==> config.mk <==
export PLATFORM = sky130hd
export DESIGN_NAME = fetch_stage
export DESIGN_NICKNAME = d
export VERILOG_FILES = /design/src/rtl/fetch_stage.sv
export SDC_FILE = /design/constraint.sdc
export NUM_CORES = 1
export LEC_CHECK = 0
export CAP_MARGIN = 25
export CORE_MARGIN = 2
export CORE_UTILIZATION = 30
export CTS_BUF_LIST = sky130_fd_sc_hd__clkbuf_2
export DETAILED_ROUTE_END_ITERATION = 8
export HOLD_SLACK_MARGIN = 0.08
export MAX_ROUTING_LAYER = met4
export PLACE_DENSITY = 0.62
export SLEW_MARGIN = 20
export SYNTH_ARGS = -nofsm -noshare
export SYNTH_HDL_FRONTEND = slang
export SYNTH_SLANG_ARGS = --single-unit
==> constraint.sdc <==
create_clock -name clk -period 2 [get_ports clk]
set_input_delay 0.3 -clock clk [delete_from_list [all_inputs] [get_ports clk]]
set_output_delay 0.3 -clock clk [all_outputs]
set_load 0.02 [all_outputs]
==> src/rtl/fetch_stage.sv <==
// Instruction fetch stage: PC register, IF/ID pipeline latch and a RUN/HALT state machine.
// Latency: a word returned with imem_rdy=1 at edge N is presented on ifid_* after edge N.
// Backpressure: stall holds everything, imem_rdy=0 inserts a bubble, and HLT stops fetching until reset.
module fetch_stage (
  input  logic        clk,
  input  logic        rst_n,
  input  logic [15:0] pc_next,
  input  logic        branch,
  input  logic        stall,
  input  logic [15:0] imem_data,
  input  logic        imem_rdy,
  output logic [15:0] imem_addr,
  output logic        imem_ren,
  output logic [15:0] pc_cur,
  output logic [15:0] pc_inc,
  output logic [15:0] ifid_instr,
  output logic [15:0] ifid_pc_inc,
  output logic        ifid_valid,
  output logic        halted
);

  typedef enum logic {
    RUN  = 1'b0,
    HALT = 1'b1
  } state_t;

  state_t      r_state;
  state_t      w_state_nxt;
  logic [15:0] r_pc;
  logic [15:0] w_pc_nxt;
  logic [15:0] r_ifid_instr;
  logic [15:0] w_ifid_instr_nxt;
  logic [15:0] r_ifid_pc_inc;
  logic [15:0] w_ifid_pc_inc_nxt;
  logic        r_ifid_valid;
  logic        w_ifid_valid_nxt;
  logic [15:0] w_pc_inc;
  logic        w_is_hlt;

  // Sequential increment wraps naturally at 16 bits (0xFFFE -> 0x0000).
  assign w_pc_inc = r_pc + 16'h0002;
  assign w_is_hlt = (imem_data[15:12] == 4'hF);

  assign pc_cur      = r_pc;
  assign imem_addr   = r_pc;
  assign pc_inc      = w_pc_inc;
  assign imem_ren    = (r_state == RUN);
  assign halted      = (r_state == HALT);
  assign ifid_instr  = r_ifid_instr;
  assign ifid_pc_inc = r_ifid_pc_inc;
  assign ifid_valid  = r_ifid_valid;

  // State, PC and IF/ID registers; reset discards any in-flight fetch.
  always_ff @(posedge clk or negedge rst_n) begin
    if (!rst_n) begin
      r_state       <= RUN;
      r_pc          <= 16'h0000;
      r_ifid_instr  <= 16'h0000;
      r_ifid_pc_inc <= 16'h0000;
      r_ifid_valid  <= 1'b0;
    end else begin
      r_state       <= w_state_nxt;
      r_pc          <= w_pc_nxt;
      r_ifid_instr  <= w_ifid_instr_nxt;
      r_ifid_pc_inc <= w_ifid_pc_inc_nxt;
      r_ifid_valid  <= w_ifid_valid_nxt;
    end
  end

  // Next-state decode: stall > branch > miss > fetch; HALT only drains the latch.
  always_comb begin
    w_state_nxt       = r_state;
    w_pc_nxt          = r_pc;
    w_ifid_instr_nxt  = r_ifid_instr;
    w_ifid_pc_inc_nxt = r_ifid_pc_inc;
    w_ifid_valid_nxt  = r_ifid_valid;
    case (r_state)
      RUN: begin
        if (stall) begin
          // hold everything
        end else if (branch) begin
          // Redirect targets are halfword aligned; bit 0 of the target is dropped.
          w_pc_nxt          = pc_next & 16'hFFFE;
          w_ifid_instr_nxt  = 16'h0000;
          w_ifid_pc_inc_nxt = 16'h0000;
          w_ifid_valid_nxt  = 1'b0;
        end else if (!imem_rdy) begin
          w_ifid_valid_nxt  = 1'b0;
        end else begin
          w_ifid_instr_nxt  = imem_data;
          w_ifid_pc_inc_nxt = w_pc_inc;
          w_ifid_valid_nxt  = 1'b1;
          if (w_is_hlt) begin
            // PC parks on the HLT address so a debugger sees where execution stopped.
            w_state_nxt = HALT;
          end else begin
            w_pc_nxt = w_pc_inc;
          end
        end
      end
      HALT: begin
        // The HLT entry is presented for exactly one non-stalled cycle.
        if (!stall) begin
          w_ifid_valid_nxt = 1'b0;
        end
      end
      default: begin
        w_state_nxt = RUN;
      end
    endcase
  end

endmodule

==> results of run 1 <==
[routing by layer]
| metal | share of wire [%] | track usage, % |
|---|---|---|
| met2 | 47 | 28.42 |
| met5 | 0 | - |
| met4 | 1.4 | 4.659 |
| met1 | 45 | 24.60 |
| met3 | 6.6 | 4.263 |
[area by class of cell]
type	count	area, um^2
clock buffer	5	25.02
clock inverter	1	5.005
fill	741	3854
inverter	6	22.52
multi-input combinational	152	1300
sequential	49	1232
tap	105	131.4
timing repair buffer	186	1729
[critical path: stages, from the launching register on]
cell     delay [ns]
dfrtp_1        0.46
buf_4          0.19
nand4_4        0.14
nor4_4         0.35
xnor2_2        0.17
buf_4          0.17
[per-stage QoR]
| step | worst slack (ns) | power, mW | hold slack, ns | area (um^2) |
|---|---|---|---|---|
| floorplan | 0.03058 | 1.241 | 0.004409 | 2603 |
| global placement | -0.1774 | 1.481 | 0.2326 | 4051 |
| detailed placement | -0.2135 | 1.485 | 0.2424 | 4051 |
| CTS | -0.2261 | 1.886 | 0.2707 | 4257 |
| global route | -0.3303 | 1.978 | 0.2730 | 4446 |
| finish | -0.1969 | 1.885 | 0.2704 | 4446 |
[cell usage in the layout (no fill, tap or decap), types with 3 or more instances in the layout]
cell type        count
buf_4               74
clkdlybuf4s50_1     72
dfrtp_1             44
a22o_1              28
dlymetal6s2s_1      19
nand2_1             13
o21ai_0             10
dlygate4sd2_1       10
xnor2_2              8
nor2_1               8
o211ai_1             8
inv_1                6
buf_6                6
nand4_1              5
a21oi_1              5
clkbuf_2             5
dfrtp_2              5
nand3_1              4
mux2i_1              4
nand3_4              3
nor4_4               3
xor2_1               3
a22oi_1              3
o2bb2ai_1            3
o31ai_1              3
conb_1               3
[worst paths after layout]
path / cells past startpoint / end / from / slack, ns
worst max-delay path: 5 / pc_inc[14] / imem_addr[2] / -0.20
worst min-delay path: 2 / ifid_pc_inc[3] / rst_n / 0.27
worst max register to register: 8 / imem_addr[14] / imem_addr[2] / 0.11
worst min register to register: 1 / ifid_pc_inc[0] / ifid_pc_inc[0] / 0.53
max in group asynchronous: 3 / imem_addr[12] / rst_n / 1.16
min in group clk: 2 / ifid_instr[8] / imem_data[8] / 0.43
[power breakdown]
part | internal, mW | switching (mW) | total, mW
sequential | 1.02 | 0.0185 | 1.03
clock | 0.0714 | 0.316 | 0.387
combinational | 0.234 | 0.229 | 0.463
total | 1.32 | 0.564 | 1.89
[synth_stat cells, types with 5 or more instances]
library cell	number	share of area, %
dfrtp_1	49	47
a22o_1	28	9.5
buf_4	18	5.2
nand2_1	14	2.0
o21ai_0	10	1.9
buf_2	9	1.7
nor2_1	9	1.3
o211ai_1	8	2.3
xnor2_1	8	2.7
clkbuf_1	7	1.0
inv_1	6	0.87
a21oi_1	5	0.96
nand3_1	5	0.96
nand4_1	5	1.2
xor2_1	5	1.7
[cell families (layout without fill, tap and decap cells)]
kind of cell	after synthesis	after routing	share of synthesized area (%)
flops	49	49	47.25
xor+xnor	13	13	4.388
other cells	1	3	0.1445
buf+inv	42	198	9.113
compound gates	74	74	21.70
simple gates	56	56	14.95
fa+ha+maj	1	1	0.4821
mux	5	5	1.977
[sequential cells by signal, summed over array words and instances, names as in the netlist]
register / cells
halted: 1
ifid_instr: 16
ifid_pc_inc: 16
ifid_valid: 1
imem_addr: 15
[what timing repair did]
action / CTS / global route
hold buffers: 1 / 0
gates resized for setup: 100 / 34
buffers inserted: 13 / 11
endpoints found under the setup margin: 27 / 30
endpoints found under the hold margin: 34 / 0
pin swaps: 19 / 11
cloned: 0 / 0
==> flow_metrics.py, run 1 <==
metrics = {
    "placed_design": {
        "place_congestion": 0.8671,
        "portBuffers": 115,
        "dp_hpwl_um": 6023,
        "placedCellCount": 474,
    },
    "timing": {
        "min_period_ns": 2.197,
        "relSlewSlack_pct": 56.47,
        "max_slew.worst_pin.slew_ns": 0.6506,
        "final.setup.tns_ns": -1.393,
        "setup_viol": 10,
        "post-route-period-util_pct": 109.8,
        "fmax_mhz": 455.2,
        "finalMaxSlewViolations": 0,
        "skew_ns": 0.02752,
        "hold_viol": 0,
        "finalWorstSetupSlack_ns": -0.1969,
        "rsz0062_at_grt": "true",
    },
    "synthesis": {
        "yosys_most_used_dff": "dfrtp_1",
        "synth-edff-count": 0,
        "ys_seq_area_share_pct": 47.25,
        "yosys_warnings": 0,
        "synth_area_um2": 2595,
        "synthCells": 241,
        "yosysUniqueCellTypes": 46,
        "async_flop_share_pct": 100.0,
        "avgSynthCellArea_um2": 10.77,
        "ys_seq_elements": 49,
    },
    "clock_network": {
        "clk_path_buf_depth": 2,
        "clkSinkCount": 49,
        "cts_tree": "done",
        "cts-root-buf": "clkbuf_2",
        "htreeDepth": 2,
        "cts.reportedPaths.clkPinSlew_ns": 0.24,
        "cts_buffers": 5,
        "insertion_delay_ns": 0.43,
    },
    "global_route": {
        "grt_antenna_before_repair": 0,
        "grt_use_total_pct": 18.41,
        "grt_start_max_net_pins": 23,
        "grt_remaining_overflow": 0,
        "first_global_vias": 2745,
        "grt_first_pass_wirelength_um": 13870,
    },
    "routing": {
        "vias_per_cell": 5.117,
        "drt_iter0_drc": 151,
        "drc_errors": 0,
        "drt_pre_antenna_iters": 4,
        "vias": 2579,
        "antenna_left": 0,
        "wl_um": 8430,
        "routedWlPerCell_um": 16.73,
    },
    "floorplan": {
        "die_w_um": 97.01,
        "fp.dieH_um": 97.01,
        "ios": 120,
        "fp.dieArea_um2": 9410,
        "coreArea_um2": 8299,
        "start_util_pct": 31.27,
        "row_count": 33,
    },
    "worst_hold_path": {
        "worstHoldPathType": "in2async",
    },
    "cells_and_area": {
        "utilization_pct": 53.57,
        "num-nets-final": 438,
        "diodes": 0,
        "area_growth_pct": 71.31,
        "drive_gt1_share_pct": 31.08,
        "final_cells": 504,
    },
    "setup_path": {
        "crit_arrival_ns": 1.90,
        "path_class": "reg2out",
        "end_kind": "output pin",
        "cp_data_required_time_ns": 1.70,
        "critical_path.startpoint_type": "flip-flop",
        "cp_max_fo": 7,
    },
    "pwr": {
        "power_leakage_nw": 2.213,
        "peakVddDrop_v": 0.0001978,
        "powerDensity_nw_per_um2": 424.1,
    },
    "run_status": {
        "outcome": "finished with violations",
        "violations": "negative setup slack",
    },
    "run": {
        "cap_violations": 0,
    },
}
Power figures use the tool's default switching activity.
==> run 2, diff against run 1 <==
--- a/config.mk
+++ b/config.mk
@@ -5,14 +5,16 @@
 export SDC_FILE = /design/constraint.sdc
 export NUM_CORES = 1
 export LEC_CHECK = 0
+export ABC_AREA = 1
 export CAP_MARGIN = 25
+export CORE_ASPECT_RATIO = 0.6
 export CORE_MARGIN = 2
 export CORE_UTILIZATION = 30
 export CTS_BUF_LIST = sky130_fd_sc_hd__clkbuf_2
 export DETAILED_ROUTE_END_ITERATION = 8
 export HOLD_SLACK_MARGIN = 0.08
 export MAX_ROUTING_LAYER = met4
-export PLACE_DENSITY = 0.62
+export PLACE_DENSITY = 0.63
 export SLEW_MARGIN = 20
 export SYNTH_ARGS = -nofsm -noshare
 export SYNTH_HDL_FRONTEND = slang
==> run 2 against run 1 <==
  * The run still ends with negative setup slack left
  * Critical path depth up 3
  * Sequential share of layout area up 1.5 points
  * First-iteration DRC count down 41%
  * Sequential power about the same
  * Worst setup slack better by 0.025 ns
  * Count of clock-buffer cells in the layout unchanged
  * Non-clock buffer count down 21
  * Register-to-register slack worse by 0.08 ns
  * Maximum frequency up 1.1%
  * Critical endpoint is now pc_inc[13]
==> flow_metrics.py, run 2 <==
metrics = {
    "run_status": {
        "outcome": "finished with violations",
        "violations": "negative setup slack",
    },
    "clock_network": {
        "clkSinkCount": 49,
        "cts_buffers": 5,
        "clk_path_buf_depth": 2,
        "cts.reportedPaths.clkPinSlew_ns": 0.28,
        "cts_tree": "done",
        "htreeDepth": 2,
        "insertion_delay_ns": 0.42,
        "cts-root-buf": "clkbuf_2",
    },
    "routing": {
        "antenna_left": 0,
        "vias": 2427,
        "met2WireLength_um": 3462,
        "routedWlPerCell_um": 14.93,
        "met1_length_um": 3938,
        "drt_iter0_drc": 89,
        "wl_um": 8000,
        "wl_met3_um": 553,
        "drt_pre_antenna_iters": 4,
        "vias_per_cell": 4.528,
        "drc_errors": 0,
        "top_layer": "met4",
    },
    "pwr": {
        "power_mw": 1.692,
        "peakVddDrop_v": 0.0001962,
        "powerDensity_nw_per_um2": 402.4,
        "power_leakage_nw": 2.094,
    },
    "synthesis": {
        "yosys.area.top_type": "dfrtp_1",
        "yosys_warnings": 0,
        "yosysUniqueCellTypes": 33,
        "avgSynthCellArea_um2": 8.928,
        "synth_common_cells": "55 x nand2_1, 49 x dfrtp_1, 31 x nor2_1",
        "ys_seq_elements": 49,
        "synth_area_um2": 2509,
        "yosys_most_used_dff": "dfrtp_1",
        "async_flop_share_pct": 100.0,
        "synth_top_area_share_pct": 48.88,
        "synth.most_common_cell": "nand2_1",
        "synth-edff-count": 0,
        "synth.area.top_cells": "dfrtp_1 49%, nand2_1 8.2%, buf_4 6.0%",
        "synthCells": 281,
        "ys_seq_area_share_pct": 48.88,
    },
    "global_route": {
        "first_global_vias": 2373,
        "grt_first_pass_wirelength_um": 12250,
        "grt_use_total_pct": 18.13,
        "grt_start_max_net_pins": 30,
        "grt_antenna_before_repair": 0,
        "grt_remaining_overflow": 0,
    },
    "setup_path": {
        "r2r-end": "imem_addr[13]",
        "path_class": "reg2out",
        "ff2ff_path_depth": 12,
        "end_kind": "output pin",
        "critical_path.startpoint_type": "flip-flop",
        "cp_max_fo": 3,
        "r2r_start": "imem_addr[2]",
        "cp_data_required_time_ns": 1.70,
        "r2r_slack_ns": 0.03,
        "crit_arrival_ns": 1.87,
    },
    "timing": {
        "relSlewSlack_pct": 58.89,
        "post-route-period-util_pct": 108.6,
        "finalWorstSetupSlack_ns": -0.1720,
        "min_period_ns": 2.172,
        "hold_viol": 0,
        "fmax_mhz": 460.4,
        "rsz0062_at_grt": "true",
        "skew_ns": 0.03499,
        "max_slew.worst_pin.slew_ns": 0.6160,
        "finalMaxSlewViolations": 0,
        "fin_hold_ws_ns": 0.3535,
        "setup_viol": 8,
    },
    "placed_design": {
        "portBuffers": 115,
        "place_congestion": 0.8133,
        "place_area_um2": 3880,
        "dp_hpwl_um": 5784,
    },
    "floorplan": {
        "fp.dieH_um": 74.83,
        "die_w_um": 122.1,
        "row_count": 25,
        "coreArea_um2": 7976,
        "ios": 120,
        "fp.dieArea_um2": 9133,
        "start_util_pct": 31.45,
    },
    "cells_and_area": {
        "fin_area_um2": 4205,
        "final_common_cell": "clkdlybuf4s50_1",
        "layout_common_cells": "81 x clkdlybuf4s50_1, 48 x nand2_1, 47 x dfrtp_1",
        "num-nets-final": 465,
        "drive_gt1_share_pct": 28.04,
        "diodes": 0,
        "utilization_pct": 52.72,
        "area_growth_pct": 67.63,
    },
    "worst_hold_path": {
        "worstHoldPathType": "in2async",
    },
    "run": {
        "cap_violations": 0,
    },
}
run 2: changes by cell type after synthesis, moves of 5 or more:
cell	before	now
nand2_1	14	55
nor2_1	9	31
a21oi_1	5	19
a22o_1	28	16
inv_1	6	16
o211ai_1	8	0
clkbuf_1	7	1
nor2_2	0	6
xnor2_1	8	2
nand3_1	5	10
o21ai_1	1	6
run 2: cell families (layout without fill, tap and decap cells):
logic type,count (synthesis),after routing,synth area share [%]
AOI/OAI and AO/OA,59,59,15.71
buffers and inverters,48,193,11.02
xor gates and xnor gates,7,7,2.743
and+or+nand+nor,116,116,21.00
other,1,3,0.1495
DFF,49,49,48.88
adders and majority gates,1,1,0.4987
run 2: repair_timing:
item	in CTS	in global routing
setup endpoints to repair	16	25
hold buffers	1	0
pin swaps	7	12
endpoints found under the hold margin	20	0
buffers inserted	12	3
resized for setup	95	34
cloned	0	0
run 2: through the flow:
step           setup TNS, ns  instances  setup WS, ns
2_1_floorplan              0        283        0.2604
3_3_place_gp         -0.1845        513      -0.09342
3_5_place_dp         -0.4070        513       -0.1295
4_1_cts              -0.9458        534       -0.1623
5_1_grt               -1.992        536       -0.2697
6_report             -0.7125        536       -0.1720
run 2: per-layer routing:
metal / global-route usage (%) / up-vias
met2: 25.02 / 78
met3: 4.015 / 4
li1: - / 1198
met1: 27.22 / 1147
met4: 3.321 / 0
met5: - / -
run 2: worst max-delay path by stage:
stage | start | cells after the start | to
6_report | imem_addr[2] | 8 | pc_inc[13]
5_1_grt | imem_addr[5] | 7 | pc_inc[11]
4_1_cts | imem_addr[1] | 8 | pc_inc[14]
3_5_place_dp | imem_addr[1] | 8 | pc_inc[11]
3_3_place_gp | imem_addr[1] | 8 | pc_inc[11]
2_1_floorplan | imem_addr[2] | 7 | imem_addr[7]
run 2: final cells by class:
type	count	area [um^2]
Inverter	20	75.07
Tap cell	108	135.1
Multi-Input combinational cell	186	1170
Clock buffer	5	25.02
Sequential cell	49	1229
Timing Repair Buffer	165	1554
Fill cell	754	3771
Clock inverter	3	17.52
run 2: power breakdown:
part,internal (mW),switching [mW]
combinational,0.139,0.127
sequential,1.01,0.0123
clock,0.0834,0.318
run 2: critical path, stage by stage, from the launching register on:
cell and delay [ns]:
dfrtp_1 0.48, ha_4 0.19, nand2_4 0.05, nor2_4 0.12, buf_6 0.12, nand3_1 0.11
nand2_2 0.12, and2_4 0.15, buf_6 0.11
==> run 3, diff against run 2 <==
--- a/config.mk
+++ b/config.mk
@@ -15,6 +15,7 @@
 export HOLD_SLACK_MARGIN = 0.08
 export MAX_ROUTING_LAYER = met4
 export PLACE_DENSITY = 0.63
+export SETUP_SLACK_MARGIN = 0.1
 export SLEW_MARGIN = 20
 export SYNTH_ARGS = -nofsm -noshare
 export SYNTH_HDL_FRONTEND = slang
==> run 3 against run 2 <==
  * The flow still finishes with violations (negative setup slack)
  * Power hardly changed
  * Maximum frequency is 1.6% lower
  * Combinational power hardly changed
  * Cell count is 1.5% higher
  * Critical path type unchanged
  * Clock power hardly changed
  * Core utilization is 0.71 points higher
  * Highest routed layer unchanged
  * Register-to-register slack worse by 0.12 ns
  * Critical endpoint unchanged
  * Critical path depth stayed put
  * Worst setup slack worse by 0.034 ns
  * Die area stayed put
  * Clock skew is 0.00062 ns higher
==> flow_metrics.py, run 3 (synthesis results as in run 2) <==
metrics = {
    "global_route": {
        "grt_antenna_before_repair": 0,
        "first_global_vias": 2382,
        "grt_start_max_net_pins": 30,
        "grt_remaining_overflow": 0,
        "grt_use_total_pct": 18.31,
        "grt_first_pass_wirelength_um": 12330,
    },
    "cells_and_area": {
        "register_area_um2": 1229,
        "area_growth_pct": 69.88,
        "num-nets-final": 473,
        "fin_area_um2": 4262,
        "diodes": 0,
        "drive_gt1_share_pct": 30.28,
        "utilization_pct": 53.43,
        "layout_common_cells": "69 x clkdlybuf4s50_1, 52 x buf_4, 47 x dfrtp_1",
        "multi_input_area_um2": 1191,
        "final_common_cell": "clkdlybuf4s50_1",
        "fillers": 751,
    },
    "clock_network": {
        "cts_buffers": 5,
        "clkSinkCount": 49,
        "cts_tree": "done",
        "clk_path_buf_depth": 2,
        "htreeDepth": 2,
        "cts.reportedPaths.clkPinSlew_ns": 0.28,
        "cts-root-buf": "clkbuf_2",
        "insertion_delay_ns": 0.43,
    },
    "setup_path": {
        "path_class": "reg2out",
        "cp_max_fo": 3,
        "cp_data_required_time_ns": 1.70,
        "critical_path.startpoint_type": "flip-flop",
        "end_kind": "output pin",
        "crit_arrival_ns": 1.91,
    },
    "floorplan": {
        "fp.dieArea_um2": 9133,
        "row_count": 25,
        "ios": 120,
        "coreArea_um2": 7976,
        "start_util_pct": 31.45,
        "fp.dieH_um": 74.83,
        "die_w_um": 122.1,
    },
    "pwr": {
        "peakVddDrop_v": 0.0001950,
        "powerDensity_nw_per_um2": 397.1,
        "power_leakage_nw": 2.070,
    },
    "placed_design": {
        "place_congestion": 0.8133,
        "place_area_um2": 3880,
        "portBuffers": 115,
        "dp_hpwl_um": 5784,
    },
    "timing": {
        "hold_viol": 0,
        "min_period_ns": 2.206,
        "setup_viol": 10,
        "skew_ns": 0.03561,
        "relSlewSlack_pct": 55.52,
        "finalMaxSlewViolations": 0,
        "fin_hold_ws_ns": 0.3515,
        "final.setup.tns_ns": -0.8926,
        "fmax_mhz": 453.2,
        "finalWorstSetupSlack_ns": -0.2063,
        "max_slew.worst_pin.slew_ns": 0.6665,
        "post-route-period-util_pct": 110.3,
        "rsz0062_at_grt": "true",
    },
    "run": {
        "cap_violations": 0,
    },
    "worst_hold_path": {
        "worstHoldPathType": "in2async",
    },
    "run_status": {
        "outcome": "finished with violations",
        "violations": "negative setup slack",
    },
    "routing": {
        "antenna_left": 0,
        "vias_per_cell": 4.520,
        "drt_iter0_drc": 107,
        "vias": 2459,
        "wl_um": 8142,
        "routedWlPerCell_um": 14.97,
        "drt_pre_antenna_iters": 4,
        "drc_errors": 0,
    },
}
-- run 3: critical path, cell delays in order, from the launching register on --
cell     delay (ns)
dfrtp_1        0.48
ha_4           0.18
nand2_2        0.07
nor2_4         0.12
buf_4          0.13
nand3_1        0.07
nand2_1        0.11
and2_1         0.18
buf_6          0.13
-- run 3: path summary, 6_finish.rpt --
check,start,endpoint,slack [ns],cells after the start
setup / recovery,imem_addr[2],pc_inc[13],-0.21,8
hold / removal,rst_n,ifid_pc_inc[8],0.35,2
setup reg to reg,imem_addr[2],imem_addr[13],-0.09,13
hold reg to reg,ifid_pc_inc[0],ifid_pc_inc[0],0.51,2
max in group asynchronous,rst_n,imem_addr[3],1.11,3
min in group clk,pc_next[3],imem_addr[3],0.47,3
-- run 3: per-stage QoR --
stage               power [mW]  std cells  setup slack [ns]
finish                   1.692        544           -0.2063
global placement         1.303        513          -0.09342
detailed placement       1.305        513           -0.1295
floorplan                1.134        283            0.2604
global route             1.774        544           -0.3011
CTS                      1.713        536           -0.1560
-- run 3: routing by layer --
| layer | GRT usage, % | wire length (um) |
|---|---|---|
| met5 | - | 0 |
| met4 | 3.576 | 60 |
| met3 | 4.167 | 545 |
| met2 | 25.57 | 3458 |
| met1 | 27.10 | 4077 |
-- run 3: layout make-up --
cell class                 instances  share of cell area (%)
clock buffer                       5                  0.5872
tap                              108                   3.171
inverter                          20                   1.820
sequential                        49                   28.83
multi-input combinational        186                   27.95
timing repair buffer             173                   37.23
clock inverter                     3                  0.4110
-- run 3: power by group --
part / internal, mW / leakage, nW / switching, mW
logic: 0.137 / 1.38 / 0.128
clock network: 0.0834 / 0.0304 / 0.321
registers: 1.01 / 0.657 / 0.0124
total: 1.23 / 2.07 / 0.461
-- run 3: what timing repair did --
| action | CTS | global route |
|---|---|---|
| hold buffers | 1 | 0 |
| endpoints found under the hold margin | 20 | 0 |
| endpoints found under the setup margin | 42 | 22 |
| gates resized for setup | 124 | 32 |
| setup buffers | 14 | 8 |
| pin swaps | 7 | 13 |
